[config.mk]
export PLATFORM = sky130hd
export DESIGN_NAME = stepdown_loop_pulse_gen
export DESIGN_NICKNAME = d
export VERILOG_FILES = /design/src/rtl/stepdown_loop_pulse_gen.sv
export SDC_FILE = /design/constraint.sdc
export NUM_CORES = 1
export LEC_CHECK = 0
export ABC_CLOCK_PERIOD_IN_PS = 3400
export BUFFER_PORTS_ARGS = -buffer_cell sky130_fd_sc_hd__buf_2
export CORE_MARGIN = 10
export CORE_UTILIZATION = 41
export DETAILED_ROUTE_END_ITERATION = 8
export PLACE_DENSITY_LB_ADDON = 0.15
export SKIP_CTS_REPAIR_TIMING = 1
export SLEW_MARGIN = 5
export SYNTH_ARGS = -nofsm -noshare
export SYNTH_HDL_FRONTEND = slang
export SYNTH_SLANG_ARGS = --single-unit
[constraint.sdc]
create_clock -name clk -period 3.4 [get_ports clk]
set_clock_uncertainty 0.1 [all_clocks]
set_input_delay 0.17 -clock clk [delete_from_list [all_inputs] [get_ports clk]]
set_output_delay 0.17 -clock clk [all_outputs]
set_load 0.1 [all_outputs]
[src/rtl/stepdown_loop_pulse_gen.sv]
// Step-down converter loop pulse generator: qualifies a request, drives a
// dead-timed high-side/low-side pulse pair and latches a fault on runaway bursts.
module stepdown_loop_pulse_gen #(
    parameter int unsigned QUAL_N   = 3,
    parameter int unsigned TON_W    = 8,
    parameter int unsigned TOFF_MIN = 4,
    parameter int unsigned MAX_RUN  = 12
) (
    input  logic             clk,
    input  logic             rst,
    input  logic             req,
    input  logic             en,
    input  logic [TON_W-1:0] ton,
    input  logic             ilim,
    input  logic             fault_clr,
    output logic             hs_on,
    output logic             ls_on,
    output logic             busy,
    output logic             fault,
    output logic [3:0]       run_cnt,
    input  logic             CELV,
    input  logic             CELG,
    input  logic             CELSUB
);

    localparam int unsigned QW = $clog2(QUAL_N + 1);
    localparam int unsigned OW = $clog2(TOFF_MIN + 1);

    localparam logic [QW-1:0] QUAL_LAST = QW'(QUAL_N);
    localparam logic [OW-1:0] OFF_LOAD  = OW'(TOFF_MIN);
    localparam logic [3:0]    RUN_MAX   = 4'(MAX_RUN);
    localparam logic [3:0]    RUN_LAST  = 4'(MAX_RUN - 1);

    typedef enum logic [2:0] {
        S_IDLE,
        S_QUAL,
        S_DEAD_H,
        S_ON,
        S_DEAD_L,
        S_OFFMIN,
        S_FAULT
    } state_t;

    state_t           state_q, state_d;
    logic [QW-1:0]    qcnt_q, qcnt_d;
    logic [TON_W-1:0] tcnt_q, tcnt_d;
    logic [OW-1:0]    ocnt_q, ocnt_d;
    logic [3:0]       run_d;

    logic req_s1, req_s;
    logic ilim_s1, ilim_s;

    // Supply/ground/substrate pins carry no logic.
    logic unused_pwr;
    assign unused_pwr = ^{CELV, CELG, CELSUB};

    always_ff @(posedge clk or posedge rst) begin
        if (rst) begin
            req_s1  <= 1'b0;
            req_s   <= 1'b0;
            ilim_s1 <= 1'b0;
            ilim_s  <= 1'b0;
        end else begin
            req_s1  <= req;
            req_s   <= req_s1;
            ilim_s1 <= ilim;
            ilim_s  <= ilim_s1;
        end
    end

    always_comb begin
        state_d = state_q;
        qcnt_d  = qcnt_q;
        tcnt_d  = tcnt_q;
        ocnt_d  = ocnt_q;
        run_d   = run_cnt;

        unique case (state_q)
            S_IDLE: begin
                if (en && req_s) begin
                    state_d = S_QUAL;
                    qcnt_d  = QW'(1);
                end
            end
            S_QUAL: begin
                if (qcnt_q == QUAL_LAST) begin
                    state_d = S_DEAD_H;
                end else if (req_s) begin
                    qcnt_d = qcnt_q + 1'b1;
                end else begin
                    state_d = S_IDLE;
                end
            end
            S_DEAD_H: begin
                state_d = S_ON;
                tcnt_d  = (ton == '0) ? TON_W'(1) : ton;
            end
            S_ON: begin
                if (ilim_s || (tcnt_q <= TON_W'(1))) begin
                    state_d = S_DEAD_L;
                end else begin
                    tcnt_d = tcnt_q - 1'b1;
                end
            end
            S_DEAD_L: begin
                state_d = S_OFFMIN;
                ocnt_d  = OFF_LOAD;
            end
            S_OFFMIN: begin
                if (ocnt_q <= OW'(1)) begin
                    if (!req_s) begin
                        state_d = S_IDLE;
                    end else if (run_cnt >= RUN_LAST) begin
                        state_d = S_FAULT;
                        run_d   = RUN_MAX;
                    end else begin
                        state_d = S_DEAD_H;
                        run_d   = run_cnt + 1'b1;
                    end
                end else begin
                    ocnt_d = ocnt_q - 1'b1;
                end
            end
            S_FAULT: begin
                if (fault_clr) begin
                    state_d = S_IDLE;
                end
            end
            default: state_d = S_IDLE;
        endcase

        if (!en && (state_q != S_FAULT)) begin
            state_d = S_IDLE;
        end
        // Any return to IDLE ends the burst, so the run count restarts.
        if (state_d == S_IDLE) begin
            run_d = '0;
        end
    end

    always_ff @(posedge clk or posedge rst) begin
        if (rst) begin
            state_q <= S_IDLE;
            qcnt_q  <= '0;
            tcnt_q  <= '0;
            ocnt_q  <= '0;
        end else begin
            state_q <= state_d;
            qcnt_q  <= qcnt_d;
            tcnt_q  <= tcnt_d;
            ocnt_q  <= ocnt_d;
        end
    end

    // Outputs are registered from the next state so they align with the
    // state register and never decode inputs combinationally.
    always_ff @(posedge clk or posedge rst) begin
        if (rst) begin
            hs_on   <= 1'b0;
            ls_on   <= 1'b0;
            busy    <= 1'b0;
            fault   <= 1'b0;
            run_cnt <= '0;
        end else begin
            hs_on   <= (state_d == S_ON);
            ls_on   <= (state_d == S_OFFMIN) ||
                       (((state_d == S_IDLE) || (state_d == S_QUAL)) && en);
            busy    <= !((state_d == S_IDLE) || (state_d == S_FAULT));
            fault   <= (state_d == S_FAULT);
            run_cnt <= run_d;
        end
    end

endmodule

==> results.yml, run 1 <==
synthesis:
  netlist_area_um2: 1570
  yosysTopAreaCell: "dfrtp_1"
  yosysMostFrequentCell: "dfrtp_1"
  synthXorXnorAreaFrac: 0
  ys_seq_area_frac: 0.446
  synth-simple-area-share: 0.216
  synth_top_area_share: 0.446
  ys_seq_elements: 28
  async_flop_share: 1.00
  synth_cells: 158
  synth_ff_type: "dfrtp_1"
  syn_nets: 181
  syn_avg_cell_area_um2: 9.95
  synth_fa_ha_area_frac: 0.0477
  synth-edff-count: 0
  synth.area.mux_share: 0.0191
  synth_common_cells: "dfrtp_1, nor2_1, nand2_1"
  synth_top_family_by_area: "compound AO/OA/AOI/OAI gates"
  synth_compound_area_frac: 0.219
  synth.area.top_cells: "dfrtp_1, nor2_1, ha_1"
  yosysWarnings: 0
  synth.distinct_cells: 53
floorplanning:
  core_um2: 3690
  initial_core_util: 0.426
  ios: 25
  die_w_um: 81.9
  dieHeight_um: 81.9
  die-area_um2: 6710
  fp-row-count: 22
detailed_routing:
  num_vias: 1226
  drtIter0Drc: 63
  drt_first_pass_iters: 4
  wl_per_cell_um: 14.1
  viasPerCell: 5.40
  route.detailed.drc: 0
  detail-route-antenna-nets: 0
  routed_wl_um: 3200
global_routing:
  grtUsageMet2: 0.158
  grt_start_max_net_pins: 29
  grtUsageTotal: 0.102
  antenna_found_initial: 0
  grt_pass1_wl_um: 5640
  grtUsageMet1: 0.142
  top_usage_layer: "met2"
  first_global_vias: 1245
  met3_usage: 0.0273
  gr-total-overflow: 0
timing:
  hold_viol_final: 0
  worstMarginPinSlew_ns: 1.05
  tns_ns: 0
  maxSlewHeadroom: 0.298
  fmax_ghz: 0.429
  post-route-min-period_ns: 2.33
  post-route-period-util: 0.686
  setup-violations-final: 0
  slew_violations: 0
  rsz0062_at_grt: "no"
final_layout:
  area_delta_synth_final_pct: 11.6
  n_antenna_cell: 0
  drive_gt1_frac: 0.235
  final_core_util: 0.476
  nets: 203
setup_path:
  critPathMaxFanout: 21
  arrival_ns: 2.40
  r2r_cells: 7
  crit_type: "flip-flop to flip-flop"
  r2r-end: "tcnt_q[7]"
  reg2reg_from: "tcnt_q[0]"
  end_kind: "flip-flop"
  crit_required_ns: 3.46
  r2r_setup_slack_ns: 1.07
  startpoint_type: "flip-flop"
power:
  peakVddDrop_uv: 301
  p_leak_nw: 0.767
  power.density_nw_per_um2: 501
clock_tree:
  cts-buffers-inserted: 3
  path_clk_slew_ns: 0.09
  cts_tree: "done"
  cts_root_buffer: "clkbuf_8"
  clock_latency_ns: 0.27
  h-tree-depth: 1
  clock-sinks: 28
  cts_buffer_depth: 2
run:
  max_cap_violations: 0
status:
  status: "finished, final reports clean"
placement:
  numPortBuffers: 21
  gp_congestion: 0.859
  hpwlAfterDp_um: 2420
hold_path:
  hold_path_class: "primary input to async pin"
==> state kept, by name, indices dropped and copies added (netlist names) <==
register  flops
req_s         1
ilim_s1       1
state_q       3
fault         1
run_cnt       4
ilim_s        1
ocnt_q        3
tcnt_q        8
hs_on         1
busy          1
ls_on         1
req_s1        1
qcnt_q        2
==> cell type report <==
| class | instances | area [µm²] |
|---|---|---|
| clock buffer | 4 | 55.1 |
| fill | 366 | 1930 |
| inverter | 7 | 26.3 |
| multi-input combinational | 117 | 788 |
| tap | 48 | 60.1 |
| sequential | 28 | 701 |
| timing repair buffer | 23 | 125 |
==> report_power, final <==
part           total [mW]  switching (mW)  internal [mW]
logic               0.214           0.125         0.0889
registers           0.462          0.0665          0.395
clock network       0.203          0.0994          0.103
==> cells by family (layout without fill, tap and decap cells) <==
| kind of cell | Yosys count | after routing |
|---|---|---|
| AOI/OAI and AO/OA | 46 | 46 |
| adders and majority gates | 6 | 6 |
| buffers and inverters | 13 | 34 |
| DFF | 28 | 28 |
| muxes | 3 | 3 |
| and+or+nand+nor | 62 | 62 |
==> how the worst max path moves through the flow <==
stage / depth (start not counted) / from / slack [ns] / end
floorplan: 6 / run_cnt[0] / 1.37 / ls_on
global placement: 7 / tcnt_q[0] / 1.08 / tcnt_q[7]
detailed placement: 7 / tcnt_q[0] / 1.09 / tcnt_q[7]
CTS: 7 / tcnt_q[0] / 1.06 / tcnt_q[7]
global route: 7 / tcnt_q[1] / 0.88 / tcnt_q[7]
finish: 7 / tcnt_q[0] / 1.07 / tcnt_q[7]
==> critical path, stage by stage, from the launching register on <==
cell	delay, ns
dfrtp_1	0.45
inv_1	0.08
ha_1	0.24
or2_1	0.14
a41oi_2	0.15
o21ai_2	0.66
o21ba_2	0.25
o22a_1	0.16
==> per-layer routing <==
metal | vias up | routed length [µm]
li1 | 612 | -
met2 | 14 | 1480
met1 | 598 | 1590
met3 | 2 | 111
met4 | 0 | 19
met5 | - | 0
==> cell usage in the layout, fill, tap and decap left out, types with 2 or more instances in the layout <==
cell type      count
o22a_1             2
nor2b_1            2
o22a_2             2
o21ai_0            8
nor4_1             2
ha_1               6
o21ai_1            2
nand2_1           12
clkbuf_8           4
dfrtp_1           28
nor2_1            21
buf_2             21
dlygate4sd3_1      2
mux2i_1            3
a31oi_1            2
inv_1              6
a41oi_1            2
nor3_1             6
a21oi_1           11
o21ba_2            2
nand2b_1           4
==> metrics by stage <==
step	hold slack, ns	area, µm²	cells	power (mW)	worst slack [ns]
after detailed placement	0.180	1680	221	0.682	1.09
final	0.0440	1760	227	0.879	1.07
after floorplan	0.101	1570	158	0.630	1.37
after global routing	0.0997	1760	227	0.943	0.884
after CTS	-0.107	1740	225	0.888	1.06
after global placement	0.179	1680	221	0.676	1.08
Power figures use the tool's default switching activity.
==> run 2, diff against run 1 <==
--- a/config.mk
+++ b/config.mk
@@ -5,7 +5,7 @@
 export SDC_FILE = /design/constraint.sdc
 export NUM_CORES = 1
 export LEC_CHECK = 0
-export ABC_CLOCK_PERIOD_IN_PS = 3400
+export ABC_CLOCK_PERIOD_IN_PS = 2000
 export BUFFER_PORTS_ARGS = -buffer_cell sky130_fd_sc_hd__buf_2
 export CORE_MARGIN = 10
 export CORE_UTILIZATION = 41
==> constraint.sdc (replaced) <==
create_clock -name clk -period 2 [get_ports clk]
set_clock_uncertainty 0.1 [all_clocks]
set_input_delay 0.1 -clock clk [delete_from_list [all_inputs] [get_ports clk]]
set_output_delay 0.1 -clock clk [all_outputs]
set_load 0.1 [all_outputs]
==> run 2 against run 1 <==
Non-clock buffer count increased by 17. Wire length grew 13%. Power up 93%. Clock power rose by 77%. Clock-buffer cell count did not move. Worst hold slack worse by 0.034 ns. Sequential cell count stayed put. Sequential share of layout area decreased by 3.6 points. Final cell count grew 7.5%. Register-to-register slack got worse by 1.0 ns. Critical path type unchanged. Critical endpoint is now tcnt_q[0]. Largest cell class unchanged.
==> results.yml, run 2 (synthesis results as in run 1) <==
final_layout:
  final_cell_mix: "dfrtp_1, nor2_1, buf_2"
  design_area_um2: 1940
  largest_reg_flops: 8
  drive_gt1_frac: 0.337
  regMostFlops: "tcnt_q"
  area_delta_synth_final_pct: 23.2
  final_core_util: 0.525
  n_antenna_cell: 0
  nets: 220
  fin_cells: 244
  top_regs: "tcnt_q (8), run_cnt (4)"
  layout_commonest_cell: "dfrtp_1"
floorplanning:
  die_w_um: 81.9
  ios: 25
  fp-row-count: 22
  dieHeight_um: 81.9
  core_um2: 3690
  initial_core_util: 0.426
  die-area_um2: 6710
status:
  status: "finished, final reports clean"
timing:
  rsz0062_at_grt: "yes"
  worstMarginPinSlew_ns: 0.496
  slew_violations: 0
  post-route-period-util: 0.976
  fmax_ghz: 0.512
  setup-violations-final: 0
  tns_ns: 0
  post-route-min-period_ns: 1.95
  hold_viol_final: 0
  maxSlewHeadroom: 0.671
power:
  p_seq_frac: 0.465
  p_clk_frac: 0.212
  power_mw: 1.69
  p_sw_mw: 0.573
  pwr-share-comb: 0.322
  power.density_nw_per_um2: 873
  peakVddDrop_uv: 382
  switching_share: 0.339
  p_leak_nw: 0.853
  p_int_mw: 1.12
global_routing:
  grt_start_max_net_pins: 29
  grtUsageTotal: 0.112
  gr-total-overflow: 0
  first_global_vias: 1309
  grt_pass1_wl_um: 6130
  antenna_found_initial: 0
detailed_routing:
  num_vias: 1299
  drt_first_pass_iters: 4
  detail-route-antenna-nets: 0
  viasPerCell: 5.32
  wl_per_cell_um: 14.9
  routed_wl_um: 3630
  wl_met2_um: 1750
  wl_met3_um: 161
  drtIter0Drc: 77
  dr.max_layer_used: "met4"
  wl_met1_um: 1690
  route.detailed.drc: 0
placement:
  hpwlAfterDp_um: 2630
  gp_congestion: 0.858
  place_area_um2: 1770
  numPortBuffers: 21
  placed_cells: 232
clock_tree:
  cts_root_buffer: "clkbuf_8"
  cts_tree: "done"
  clock-sinks: 28
  cts_buffer_depth: 2
  clock_latency_ns: 0.27
  cts-buffers-inserted: 3
  h-tree-depth: 1
  path_clk_slew_ns: 0.10
hold_path:
  hold_end: "tcnt_q[3]"
  hold_path_depth: 3
  hp-start: "ton[3]"
  hold_path_class: "primary input to flip-flop"
setup_path:
  slowest_stage: "or3_4"
  path_cells: "inv_2 > ha_4 > or2_1 > a41oi_2 > o21ai_4 > or3_4 > o311ai_4"
  r2r-end: "tcnt_q[0]"
  path_buf_inv: 1
  max_stage_delay_ns: 0.42
  crit_type: "flip-flop to flip-flop"
  path_delay_family: "simple AND/OR/NAND/NOR gates"
  critPathMaxFanout: 7
  r2r_cells: 7
  crit_required_ns: 2.09
  r2r_setup_slack_ns: 0.05
  arrival_ns: 2.04
  reg2reg_from: "tcnt_q[1]"
  end_kind: "flip-flop"
  startpoint_type: "flip-flop"
run:
  max_cap_violations: 0
-- run 2: cell count changes in the layout (fill, tap and decap cells not counted), moves of 2 or more --
cell / previous run / this run
buf_4: 0 / 16
dfrtp_2: 0 / 2
inv_1: 6 / 4
ha_1: 6 / 4
inv_2: 1 / 3
dfrtp_1: 28 / 26
-- run 2: worst max path at each step --
stage,startpoint,endpoint,cells past startpoint
after CTS,tcnt_q[1],tcnt_q[0],7
after floorplan,tcnt_q[0],tcnt_q[7],8
after detailed placement,tcnt_q[1],tcnt_q[0],7
final,tcnt_q[1],tcnt_q[0],7
after global routing,tcnt_q[1],tcnt_q[0],7
after global placement,tcnt_q[1],tcnt_q[0],7
-- run 2: area by class of cell --
type | instances | area (µm²)
Fill cell | 347 | 1750
Clock buffer | 4 | 55.1
Multi-Input combinational cell | 117 | 838
Tap cell | 48 | 60.1
Inverter | 7 | 26.3
Sequential cell | 28 | 703
Timing Repair Buffer | 40 | 255
-- run 2: tightest hold or removal path, cell delays in order --
cell       delay [ns]
buf_2            0.09
a2bb2oi_1        0.05
o21ai_1          0.11
-- run 2: per-stage QoR --
stage / setup WS (ns) / hold slack [ns]
after global routing: -0.0175 / 0.0210
after global placement: 0.0871 / 0.0818
after floorplan: 0.132 / 0.0314
final: 0.0472 / 0.0102
after detailed placement: 0.0328 / 0.0853
after CTS: 0.00536 / -0.219
-- run 2: power groups by stage --
stage	Clock (mW)	Sequential, mW	Combinational, mW
after floorplan	0	0.795	0.276
after global placement	0	0.782	0.432
after detailed placement	0	0.791	0.445
after CTS	0.363	0.779	0.450
after global routing	0.392	0.801	0.603
final	0.359	0.787	0.546
-- run 2: routing by layer --
layer	up-vias	global-route usage
met5	-	0
met2	34	0.183
met4	0	0.0306
met3	2	0.0284
li1	646	-
met1	617	0.144
